File: src/rtl/pc_seq_pkg.sv
// Shared definitions for the program-counter sequencer: default widths,
// opcode values and the controller state encoding.
package pc_seq_pkg;

    localparam int AW_DEF    = 8;
    localparam int OPW_DEF   = 4;
    localparam int DEPTH_DEF = 4;

    localparam int unsigned OP_NOP  = 0;
    localparam int unsigned OP_JMP  = 1;
    localparam int unsigned OP_JZ   = 2;
    localparam int unsigned OP_JNZ  = 3;
    localparam int unsigned OP_CALL = 4;
    localparam int unsigned OP_RET  = 5;
    localparam int unsigned OP_HALT = 6;

    typedef enum logic [2:0] {
        IDLE   = 3'd0,
        LOADPC = 3'd1,
        FETCH  = 3'd2,
        DECODE = 3'd3,
        EXEC   = 3'd4,
        HALTED = 3'd5,
        ERROR  = 3'd6
    } state_e;

endpackage

File: src/rtl/pc_sequencer_if.sv
// Memory-fetch and counter-control signals between the sequencer (master)
// and the surrounding program counter / instruction memory (slave).
interface pc_sequencer_if #(
    parameter int AW  = 8,
    parameter int OPW = 4
);
    // Fetch handshake: MemReq stays high every cycle until MemAck is seen;
    // MemData is captured on the clock edge where MemReq && MemAck; MemAck
    // while MemReq is low has no effect. The fetch address is PcIn.
    logic                 MemReq;
    logic                 MemAck;
    logic [OPW+AW-1:0]    MemData;
    logic [AW-1:0]        PcIn;
    logic                 CountEn;
    logic                 Load;
    logic [AW-1:0]        LoadAddr;

    modport master (
        output MemReq, CountEn, Load, LoadAddr,
        input  MemAck, MemData, PcIn
    );

    modport slave (
        input  MemReq, CountEn, Load, LoadAddr,
        output MemAck, MemData, PcIn
    );

endinterface

File: src/rtl/pc_ret_stack.sv
// Return-address LIFO. Pushes when full and pops when empty are dropped;
// dout_o always shows the top entry (0 when empty).
module pc_ret_stack #(
    parameter int AW    = 8,
    parameter int DEPTH = 4
) (
    input  logic          Clk,
    input  logic          nReset,
    input  logic          push_i,
    input  logic          pop_i,
    input  logic [AW-1:0] din_i,
    output logic [AW-1:0] dout_o,
    output logic          full_o,
    output logic          empty_o
);

    localparam int SPW = $clog2(DEPTH + 1);
    localparam int IW  = (DEPTH > 1) ? $clog2(DEPTH) : 1;

    logic [SPW-1:0] sp_q;
    logic [SPW-1:0] top_idx;
    logic [AW-1:0]  mem_q [DEPTH];

    assign full_o  = (sp_q == SPW'(DEPTH));
    assign empty_o = (sp_q == '0);
    assign top_idx = sp_q - SPW'(1);
    assign dout_o  = empty_o ? '0 : mem_q[top_idx[IW-1:0]];

    always_ff @(posedge Clk or negedge nReset) begin
        if (!nReset) begin
            sp_q <= '0;
            for (int i = 0; i < DEPTH; i++) begin
                mem_q[i] <= '0;
            end
        end else if (push_i && !full_o) begin
            mem_q[sp_q[IW-1:0]] <= din_i;
            sp_q                <= sp_q + SPW'(1);
        end else if (pop_i && !empty_o) begin
            sp_q <= sp_q - SPW'(1);
        end
    end

endmodule

File: src/rtl/pc_sequencer.sv
// Fetch/decode/execute controller steering an external program counter,
// with jumps, conditional branches and call/return via pc_ret_stack.
module pc_sequencer
    import pc_seq_pkg::*;
#(
    parameter int AW    = AW_DEF,
    parameter int OPW   = OPW_DEF,
    parameter int DEPTH = DEPTH_DEF
) (
    input  logic           Clk,
    input  logic           nReset,
    input  logic           Start,
    input  logic [AW-1:0]  StartAddr,
    input  logic           ZeroFlag,
    pc_sequencer_if.master bus,
    output logic           Busy,
    output logic           Halted,
    output logic           StackErr,
    output state_e         DbgState
);

    state_e            state_q, state_d;
    logic [OPW+AW-1:0] ir_q, ir_d;
    logic              act_load_q, act_load_d;
    logic              act_push_q, act_push_d;
    logic              act_pop_q, act_pop_d;
    logic              act_halt_q, act_halt_d;
    logic [AW-1:0]     act_addr_q, act_addr_d;

    logic [OPW-1:0]    op;
    logic [AW-1:0]     operand;
    logic              is_call, is_ret;
    logic              stk_push, stk_pop, stk_full, stk_empty;
    logic [AW-1:0]     stk_dout;

    logic              mem_req, count_en, load;
    logic [AW-1:0]     load_addr;

    assign op      = ir_q[OPW+AW-1:AW];
    assign operand = ir_q[AW-1:0];
    assign is_call = (op == OPW'(OP_CALL));
    assign is_ret  = (op == OPW'(OP_RET));

    // The stack only moves in EXEC, so PcIn still holds the CALL's own address.
    assign stk_push = (state_q == EXEC) && act_push_q;
    assign stk_pop  = (state_q == EXEC) && act_pop_q;

    pc_ret_stack #(.AW(AW), .DEPTH(DEPTH)) u_stack (
        .Clk     (Clk),
        .nReset  (nReset),
        .push_i  (stk_push),
        .pop_i   (stk_pop),
        .din_i   (bus.PcIn + AW'(1)),
        .dout_o  (stk_dout),
        .full_o  (stk_full),
        .empty_o (stk_empty)
    );

    always_ff @(posedge Clk or negedge nReset) begin
        if (!nReset) begin
            state_q    <= IDLE;
            ir_q       <= '0;
            act_load_q <= 1'b0;
            act_push_q <= 1'b0;
            act_pop_q  <= 1'b0;
            act_halt_q <= 1'b0;
            act_addr_q <= '0;
        end else begin
            state_q    <= state_d;
            ir_q       <= ir_d;
            act_load_q <= act_load_d;
            act_push_q <= act_push_d;
            act_pop_q  <= act_pop_d;
            act_halt_q <= act_halt_d;
            act_addr_q <= act_addr_d;
        end
    end

    always_comb begin
        state_d    = state_q;
        ir_d       = ir_q;
        act_load_d = act_load_q;
        act_push_d = act_push_q;
        act_pop_d  = act_pop_q;
        act_halt_d = act_halt_q;
        act_addr_d = act_addr_q;
        mem_req    = 1'b0;
        count_en   = 1'b0;
        load       = 1'b0;
        load_addr  = '0;
        Busy       = 1'b0;
        Halted     = 1'b0;
        StackErr   = 1'b0;

        case (state_q)
            IDLE: begin
                if (Start) begin
                    act_addr_d = StartAddr;
                    state_d    = LOADPC;
                end
            end
            LOADPC: begin
                Busy      = 1'b1;
                load      = 1'b1;
                load_addr = act_addr_q;
                state_d   = FETCH;
            end
            FETCH: begin
                Busy    = 1'b1;
                mem_req = 1'b1;
                if (bus.MemAck) begin
                    ir_d    = bus.MemData;
                    state_d = DECODE;
                end
            end
            DECODE: begin
                // Resolve the whole EXEC action here so EXEC is a pure register readout.
                Busy       = 1'b1;
                act_load_d = 1'b0;
                act_push_d = 1'b0;
                act_pop_d  = 1'b0;
                act_halt_d = 1'b0;
                act_addr_d = operand;
                if (op == OPW'(OP_JMP)) begin
                    act_load_d = 1'b1;
                end else if (op == OPW'(OP_JZ)) begin
                    act_load_d = ZeroFlag;
                end else if (op == OPW'(OP_JNZ)) begin
                    act_load_d = !ZeroFlag;
                end else if (is_call) begin
                    act_load_d = 1'b1;
                    act_push_d = 1'b1;
                end else if (is_ret) begin
                    act_load_d = 1'b1;
                    act_pop_d  = 1'b1;
                    act_addr_d = stk_dout;
                end else if (op == OPW'(OP_HALT)) begin
                    act_halt_d = 1'b1;
                end
                if ((is_call && stk_full) || (is_ret && stk_empty)) begin
                    state_d = ERROR;
                end else begin
                    state_d = EXEC;
                end
            end
            EXEC: begin
                Busy = 1'b1;
                if (act_load_q) begin
                    load      = 1'b1;
                    load_addr = act_addr_q;
                end else begin
                    count_en = 1'b1;
                end
                state_d = act_halt_q ? HALTED : FETCH;
            end
            HALTED: begin
                Halted = 1'b1;
                if (Start) begin
                    state_d = FETCH;
                end
            end
            ERROR: begin
                StackErr = 1'b1;
            end
            default: begin
                state_d = IDLE;
            end
        endcase
    end

    assign bus.MemReq   = mem_req;
    assign bus.CountEn  = count_en;
    assign bus.Load     = load;
    assign bus.LoadAddr = load_addr;
    assign DbgState     = state_q;

endmodule

File: src/flat_wrapper.sv
// flat-port wrapper written by rule: the top's interface ports become plain ports
module pc_sequencer_flat import pc_seq_pkg::*;
#(
    parameter int AW    = AW_DEF,
    parameter int OPW   = OPW_DEF,
    parameter int DEPTH = DEPTH_DEF
)
  (Clk, nReset, Start, StartAddr, ZeroFlag, Busy, Halted, StackErr, DbgState, bus_MemReq, bus_CountEn, bus_Load, bus_LoadAddr, bus_MemAck, bus_MemData, bus_PcIn);
  pc_sequencer_if #(.AW(AW), .OPW(OPW)) bus_i ();
  input  logic Clk;
  input  logic nReset;
  input  logic Start;
  input  logic [AW-1:0] StartAddr;
  input  logic ZeroFlag;
  output logic Busy;
  output logic Halted;
  output logic StackErr;
  output state_e DbgState;
  output wire logic [$bits(bus_i.MemReq)-1:0] bus_MemReq;
  output wire logic [$bits(bus_i.CountEn)-1:0] bus_CountEn;
  output wire logic [$bits(bus_i.Load)-1:0] bus_Load;
  output wire logic [$bits(bus_i.LoadAddr)-1:0] bus_LoadAddr;
  input wire logic [$bits(bus_i.MemAck)-1:0] bus_MemAck;
  input wire logic [$bits(bus_i.MemData)-1:0] bus_MemData;
  input wire logic [$bits(bus_i.PcIn)-1:0] bus_PcIn;
  assign bus_MemReq = bus_i.MemReq;
  assign bus_CountEn = bus_i.CountEn;
  assign bus_Load = bus_i.Load;
  assign bus_LoadAddr = bus_i.LoadAddr;
  assign bus_i.MemAck = bus_MemAck;
  assign bus_i.MemData = bus_MemData;
  assign bus_i.PcIn = bus_PcIn;
  pc_sequencer #(.AW(AW), .OPW(OPW), .DEPTH(DEPTH)) u_core (.Clk(Clk), .nReset(nReset), .Start(Start), .StartAddr(StartAddr), .ZeroFlag(ZeroFlag), .bus(bus_i), .Busy(Busy), .Halted(Halted), .StackErr(StackErr), .DbgState(DbgState));
endmodule
File: config.mk
export PLATFORM = sky130hd
export DESIGN_NAME = pc_sequencer_flat
export DESIGN_NICKNAME = d
export VERILOG_FILES = /design/src/rtl/pc_seq_pkg.sv /design/src/rtl/pc_sequencer_if.sv /design/src/rtl/pc_ret_stack.sv /design/src/rtl/pc_sequencer.sv /design/src/flat_wrapper.sv
export SDC_FILE = /design/constraint.sdc
export NUM_CORES = 1
export LEC_CHECK = 0
export ABC_AREA = 1
export CORE_MARGIN = 2
export CORE_UTILIZATION = 25
export CTS_BUF_LIST = sky130_fd_sc_hd__clkbuf_8 sky130_fd_sc_hd__clkbuf_16
export DETAILED_ROUTE_END_ITERATION = 10
export GPL_TIMING_DRIVEN = 0
export SETUP_SLACK_MARGIN = 0.5
export SYNTH_ARGS = -nofsm -noshare
export SYNTH_HDL_FRONTEND = slang
export SYNTH_SLANG_ARGS = --single-unit
File: constraint.sdc
create_clock -name Clk -period 3.74 [get_ports Clk]
set_input_delay 0.935 -clock Clk [delete_from_list [all_inputs] [get_ports Clk]]
set_output_delay 0.935 -clock Clk [all_outputs]
set_load 0.02 [all_outputs]
==> results of run 1 <==
[power by group through the flow]
stage          clock [W]  sequential (W)  combinational, W
2_1_floorplan          0        0.000941          0.000739
3_3_place_gp           0        0.000945           0.00110
3_5_place_dp           0        0.000951           0.00112
4_1_cts         0.000760        0.000941           0.00113
5_1_grt         0.000802        0.000966           0.00126
6_report        0.000739        0.000944           0.00112
[final cells by class]
type / count / area (sq um) / share of cell area
clock inverter: 6 / 28.8 / 0.00644
timing repair buffer: 49 / 488 / 0.109
multi-input combinational: 323 / 1560 / 0.350
buffer: 14 / 103 / 0.0230
clock buffer: 10 / 239 / 0.0535
sequential: 62 / 1550 / 0.347
inverter: 72 / 270 / 0.0605
tap: 180 / 225 / 0.0504
[state kept, by name, indices dropped and copies added, names as in the netlist]
signal and count:
u_core.act_halt_q 1, u_core.act_load_q 1, u_core.act_addr_q 8, u_core.act_push_q 1, u_core.ir_q 12, u_core.act_pop_q 1, u_core.u_stack.mem_q 32, u_core.DbgState 3
u_core.u_stack.sp_q 3
[placed cells by master, fill, tap and decap left out, types with 3 or more instances in the layout]
master,instances
inv_1,69
nor2_2,3
buf_6,5
nand3_1,29
nor2_1,50
o21ai_0,28
clkbuf_16,9
clkinv_2,5
ha_1,6
clkdlybuf4s50_1,48
nand2_2,4
nand4_1,4
buf_2,7
nand2_1,153
o21ai_1,10
a21oi_1,13
mux2_2,8
xor2_1,5
dfrtp_1,62
[kinds of logic (layout without fill, tap and decap cells)]
logic type               Yosys count  count (layout)  share of synthesized area
buffers and inverters             86             151                      0.107
AO/OA/AOI/OAI                     53              53                     0.0784
flip-flops                        62              62                      0.446
adder cells (fa/ha/maj)            6               6                     0.0216
XOR/XNOR                           7               7                     0.0176
AND/OR/NAND/NOR                  249             249                      0.303
multiplexers                       8               8                     0.0259
[through the flow]
step	instance area, sq um	util	total power (W)	setup slack [ps]	hold WS (ps)
finish	4470	0.326	0.00281	664	481
global route	4470	0.326	0.00303	518	499
CTS	4460	0.325	0.00283	547	484
detailed placement	4190	0.306	0.00207	918	470
global placement	4200	0.306	0.00205	-347	468
floorplan	3480	-	0.00168	1510	449
[per-layer routing]
metal	part of all wire	vias to the layer above	GRT usage
met1	0.45	1455	0.160
met3	0.036	6	0.0267
met4	0.013	0	0.0481
li1	-	1578	-
met2	0.50	52	0.206
met5	0	-	0
[worst min-delay path, cell delays in order, from the launching register on]
cell,delay [ps]
dfrtp_1,340
nand2_1,60
nand2_1,50
[worst min-delay path by stage]
stage / startpoint / end / slack (ps) / cells past startpoint
2_1_floorplan: u_core.act_addr_q[0]$_DFFE_PN0P_ / u_core.act_addr_q[0]$_DFFE_PN0P_ / 450 / 2
3_3_place_gp: u_core.act_addr_q[1]$_DFFE_PN0P_ / u_core.act_addr_q[1]$_DFFE_PN0P_ / 470 / 2
3_5_place_dp: u_core.act_addr_q[5]$_DFFE_PN0P_ / u_core.act_addr_q[5]$_DFFE_PN0P_ / 470 / 2
4_1_cts: u_core.act_addr_q[5]$_DFFE_PN0P_ / u_core.act_addr_q[5]$_DFFE_PN0P_ / 480 / 2
5_1_grt: u_core.act_addr_q[5]$_DFFE_PN0P_ / u_core.act_addr_q[5]$_DFFE_PN0P_ / 500 / 2
6_report: u_core.act_addr_q[5]$_DFFE_PN0P_ / u_core.act_addr_q[5]$_DFFE_PN0P_ / 480 / 2
[repair_timing]
item	CTS	global route
setup buffers	0	0
hold buffers	0	0
setup endpoints to repair	0	9
gates resized for setup	0	1
==> metrics.yaml, run 1 <==
yosys:
  synth_edf_count: 0
  syn_area_sq_um: 3480
  synth_top_area_cell: "dfrtp_1"
  synthTopCellsByCount: "153 x nand2_1, 68 x inv_1, 62 x dfrtp_1, 50 x nor2_1, 29 x nand3_1"
  ys_types: 27
  synth-seq-cells: 62
  ys.flop_type: "dfrtp_1"
  synthesis.nets: 510
  yosysSeqAreaShare: 0.446
  synthTopCellsByArea: "dfrtp_1 45%, nand2_1 17%, inv_1 7.3%, nor2_1 5.4%, nand3_1 4.2%"
  yosys.area.top_type_share: 0.446
  avgSynthCellArea_sq_um: 7.39
  synth_most_common_cell: "nand2_1"
  ys_warn_count: 0
  async_flop_share: 1.00
  netlist_instances: 471
clock_network:
  cts_buffer_depth: 2
  cts_root_buffer: "clkbuf_16"
  cts_tree: "built"
  htreeDepth: 3
  path_clk_slew_ps: 50
  cts.sinks: 62
  numCtsBuffers: 9
  clk_latency_ps: 330
route:
  wl_per_cell_um: 12.1
  drt-total-wl_um: 8660
  via_per_inst: 4.32
  ant_nets: 0
  drc: 0
  drt_iter0_markers: 181
  first_pass_iters: 4
  route.vias.total: 3091
floorplan:
  dieArea_sq_um: 14900
  rows: 43
  core-area_sq_um: 13700
  initial_core_util: 0.254
  die_y_um: 122
  die_w_um: 122
  ioPinCount: 50
pwr:
  seq_power_share: 0.336
  power.internal_w: 0.00173
  p_leak_nw: 2.16
  swShare: 0.383
  power_frac_clock: 0.263
  p_per_area_nw_per_um2: 628
  vdd_drop_max_uv: 246
  p_comb_frac: 0.400
  netSwitchingPower_w: 0.00107
worst_setup_path:
  crit_arrival_ps: 2140
  cp_num_cells: 6
  crit_path_max_fanout: 9
  slowest_delay_ps: 610
  start_kind: "flip-flop"
  worstSetupEndpoint: "bus_LoadAddr[7]"
  worstReg2RegEnd: "u_core.act_addr_q[2]$_DFFE_PN0P_"
  required_ps: 2800
  reg2reg_from: "u_core.u_stack.sp_q[0]$_DFFE_PN0P_"
  crit_family: "buffers and inverters"
  crit_chain: "nor2_4 > nand2_1 > inv_1 > a21oi_4 > nor2_1 > clkdlybuf4s50_1"
  critPathKind: "flip-flop to primary output"
  worstSetupEndpointType: "primary output"
  cp.buffers_inverters: 2
  r2r_cells: 12
  cp_slowest_cell: "clkdlybuf4s50_1"
  ff2ff_setup_slack_ps: 1170
  crit_start: "u_core.DbgState[1]$_DFFE_PN0P_"
timing:
  slew-limit-headroom: 0.463
  fmax_mhz: 325
  rsz0062_at_grt: "false"
  finalSetupTns_ps: 0
  period_needed_ps: 3080
  setup_viol: 0
  finalMaxSlewViolations: 0
  worstMarginPinSlew_ps: 805
  skew_ps: 5.67
  finalCritPeriodShare: 0.823
  finalHoldViolations: 0
run_status:
  status: "finished, final reports clean"
global_route:
  grt_pass1_vias: 3064
  grtUsageTotal: 0.125
  grt-ovfl-total: 0
  grt_max_degree: 63
  grt_pass1_wl_um: 14600
  antenna_found_initial: 0
place:
  dpl.hpwl_um: 6370
  gp_congestion: 0.836
  port_buffers: 49
  dp_cells: 700
cells_and_area:
  nets: 570
  area_growth_pct: 28.4
  fin_cells: 716
  nFillCells: 1423
  drive_above_1_share: 0.0970
  diodes: 0
hold_path:
  hold_class: "flip-flop to flip-flop"
flow_run:
  cap_violations: 0
Power figures use the tool's default switching activity.
==> inputs of run 2 (changes only) <==
==> constraint.sdc (replaced) <==
create_clock -name Clk -period 3.15 [get_ports Clk]
set_input_delay 0.7875 -clock Clk [delete_from_list [all_inputs] [get_ports Clk]]
set_output_delay 0.7875 -clock Clk [all_outputs]
set_load 0.02 [all_outputs]
==> metrics.yaml, run 2 (synthesized netlist as in run 1, its figures left out) <==
worst_setup_path:
  crit_arrival_ps: 1790  # -350 ps
  cp_num_cells: 7  # +1
  crit_chain: "buf_4 > nand2_2 > inv_2 > a21oi_4 > buf_4 > nor2_1 > dlygate4sd2_1"
  crit_path_max_fanout: 8  # -1
  required_ps: 2360  # -440 ps
  crit_start: "u_core.DbgState[2]$_DFFE_PN0P_"
  r2r_cells: 12  # unchanged
  crit_family: "buffers and inverters"
  cp_common_cell: "buf_4"
  cp.buffers_inverters: 4  # +2
  reg2reg_from: "u_core.u_stack.sp_q[0]$_DFFE_PN0P_"
  critPathKind: "flip-flop to primary output"
  ff2ff_setup_slack_ps: 670  # -500 ps
  slowest_delay_ps: 370  # -240 ps
  start_kind: "flip-flop"
  worstSetupEndpointType: "primary output"
  cp_slowest_cell: "dfrtp_1"
cells_and_area:
  drive_above_1_share: 0.124  # +0.0268
  area_growth_pct: 29.2
  top_register: "u_core.u_stack.mem_q"
  nFillCells: 1428  # +0.35%
  diodes: 0  # unchanged
  fin_cells: 721  # +0.70%
  final_area_sq_um: 4500  # +0.64%
  final_util: 0.328  # +0.00210
  nets: 575  # +0.88%
  largest_register_ffs: 32  # unchanged
  layout_commonest_cell: "nand2_1"
  top_regs: "u_core.u_stack.mem_q: 32 flops, u_core.ir_q: 12 flops, u_core.act_addr_q: 8 flops"
  layout_common_cells: "152 x nand2_1, 68 x inv_1, 60 x dfrtp_1"
clock_network:
  path_clk_slew_ps: 50  # about the same
  postCtsHoldBufs: 0  # unchanged
  cts.sinks: 62  # unchanged
  cts_root_buffer: "clkbuf_16"
  numCtsBuffers: 9  # unchanged
  clk_latency_ps: 330  # about the same
  cts_tree: "built"
  cts_buffer_depth: 2  # unchanged
  htreeDepth: 3  # unchanged
route:
  route.vias.total: 3131  # +1.3%
  first_pass_iters: 4  # unchanged
  drt-total-wl_um: 8770  # +1.4%
  via_per_inst: 4.34  # +0.59%
  wl_per_cell_um: 12.2  # +0.65%
  drt_iter0_markers: 218  # +20%
  drc: 0  # unchanged
  ant_nets: 0  # unchanged
flow_run:
  cap_violations: 0  # unchanged
place:
  placed_cell_area_sq_um: 4190  # unchanged
  port_buffers: 49  # unchanged
  dpl.hpwl_um: 6370  # unchanged
  gp_congestion: 0.836  # unchanged
  dp_cells: 700  # unchanged
global_route:
  antenna_found_initial: 0  # unchanged
  grt_max_degree: 63  # unchanged
  grt-ovfl-total: 0  # unchanged
  grt_pass1_wl_um: 14600  # +0.23%
  grtUsageTotal: 0.125  # +0.000198
  grt_pass1_vias: 3084  # +0.65%
timing:
  finalHoldViolations: 0  # unchanged
  period_needed_ps: 2580
  whs_ps: 480  # -0.464 ps
  worstMarginPinSlew_ps: 817  # +11.7 ps
  finalMaxSlewViolations: 0  # unchanged
  fmax_mhz: 388
  finalCritPeriodShare: 0.819
  skew_ps: 3.38  # -2.29 ps
  rsz0062_at_grt: "true"
  slew-limit-headroom: 0.455  # -0.00780
  setup_viol: 0  # unchanged
run_status:
  status: "finished, final reports clean"
hold_path:
  hold_start: "u_core.act_addr_q[5]$_DFFE_PN0P_"
  hold_depth: 2  # unchanged
  hold_class: "flip-flop to flip-flop"
floorplan:
  dieArea_sq_um: 14900  # unchanged
  initial_core_util: 0.254  # unchanged
  ioPinCount: 50  # unchanged
  die_y_um: 122  # unchanged
  die_w_um: 122  # unchanged
  rows: 43  # unchanged
  core-area_sq_um: 13700  # unchanged
pwr:
  p_per_area_nw_per_um2: 747  # +19%
  p_leak_nw: 2.22  # +2.5%
  vdd_drop_max_uv: 302  # +23%
[run 2: changes by cell type in the layout (fill, tap and decap cells not counted), sizes merged]
cell,delta
clkdlybuf4s50,-11
dlygate4sd2,+7
clkbuf,+5
buf,+4
clkinv,-1
clkinvlp,+1
[run 2: metal layers]
layer | vias to the layer above | part of all wire | global-route usage
met3 | 13 | 0.047 | 0.0267
met1 | 1461 | 0.44 | 0.160
met4 | 0 | 0.020 | 0.0481
li1 | 1590 | - | -
met5 | - | 0 | 0
met2 | 67 | 0.49 | 0.207
[run 2: layout make-up]
type                    count  area [sq um]  share of cell area
well taps                 180           225              0.0501
repair buffers             54           500               0.111
flip-flops and latches     62          1550               0.346
clock buffers              10           239              0.0531
inverters                  72           274              0.0609
plain buffers              14           108              0.0239
clock inverters             6          28.8             0.00640
multi-input cells         323          1570               0.349
[run 2: metrics by stage]
step / power, W / setup WS [ps] / TNS [ps]
after floorplan: 0.00200 / 1060 / 0
after global placement: 0.00243 / -790 / -48770
after detailed placement: 0.00246 / 475 / 0
after CTS: 0.00336 / 397 / 0
after global routing: 0.00362 / 477 / 0
final: 0.00336 / 572 / 0
[run 2: what timing repair did]
action | 4_1_cts | 5_1_grt
pin swaps | 1 | 2
buffers inserted | 2 | 3
gates resized for setup | 18 | 11
endpoints found under the hold margin | 0 | 0
setup endpoints to repair | 11 | 14
[run 2: path summary, 6_finish.rpt]
path	end
max in group asynchronous	u_core.DbgState[1]$_DFFE_PN0P_
hold / removal	u_core.act_addr_q[5]$_DFFE_PN0P_
min in group asynchronous	u_core.act_addr_q[4]$_DFFE_PN0P_
setup reg to reg	u_core.act_addr_q[4]$_DFFE_PN0P_
setup / recovery	bus_LoadAddr[2]
hold reg to reg	u_core.act_addr_q[5]$_DFFE_PN0P_
[run 2: where the power goes]
part / switching [W] / total, W / internal (W)
clock network: 0.000334 / 0.000877 / 0.000542
registers: 0.000135 / 0.00112 / 0.000989
logic: 0.000825 / 0.00136 / 0.000534
total: 0.00129 / 0.00336 / 0.00207
[run 2: worst min-delay path, stage by stage, from the launching register on]
cell and delay, ps:
dfrtp_1 340, nand2_1 60, nand2_1 50
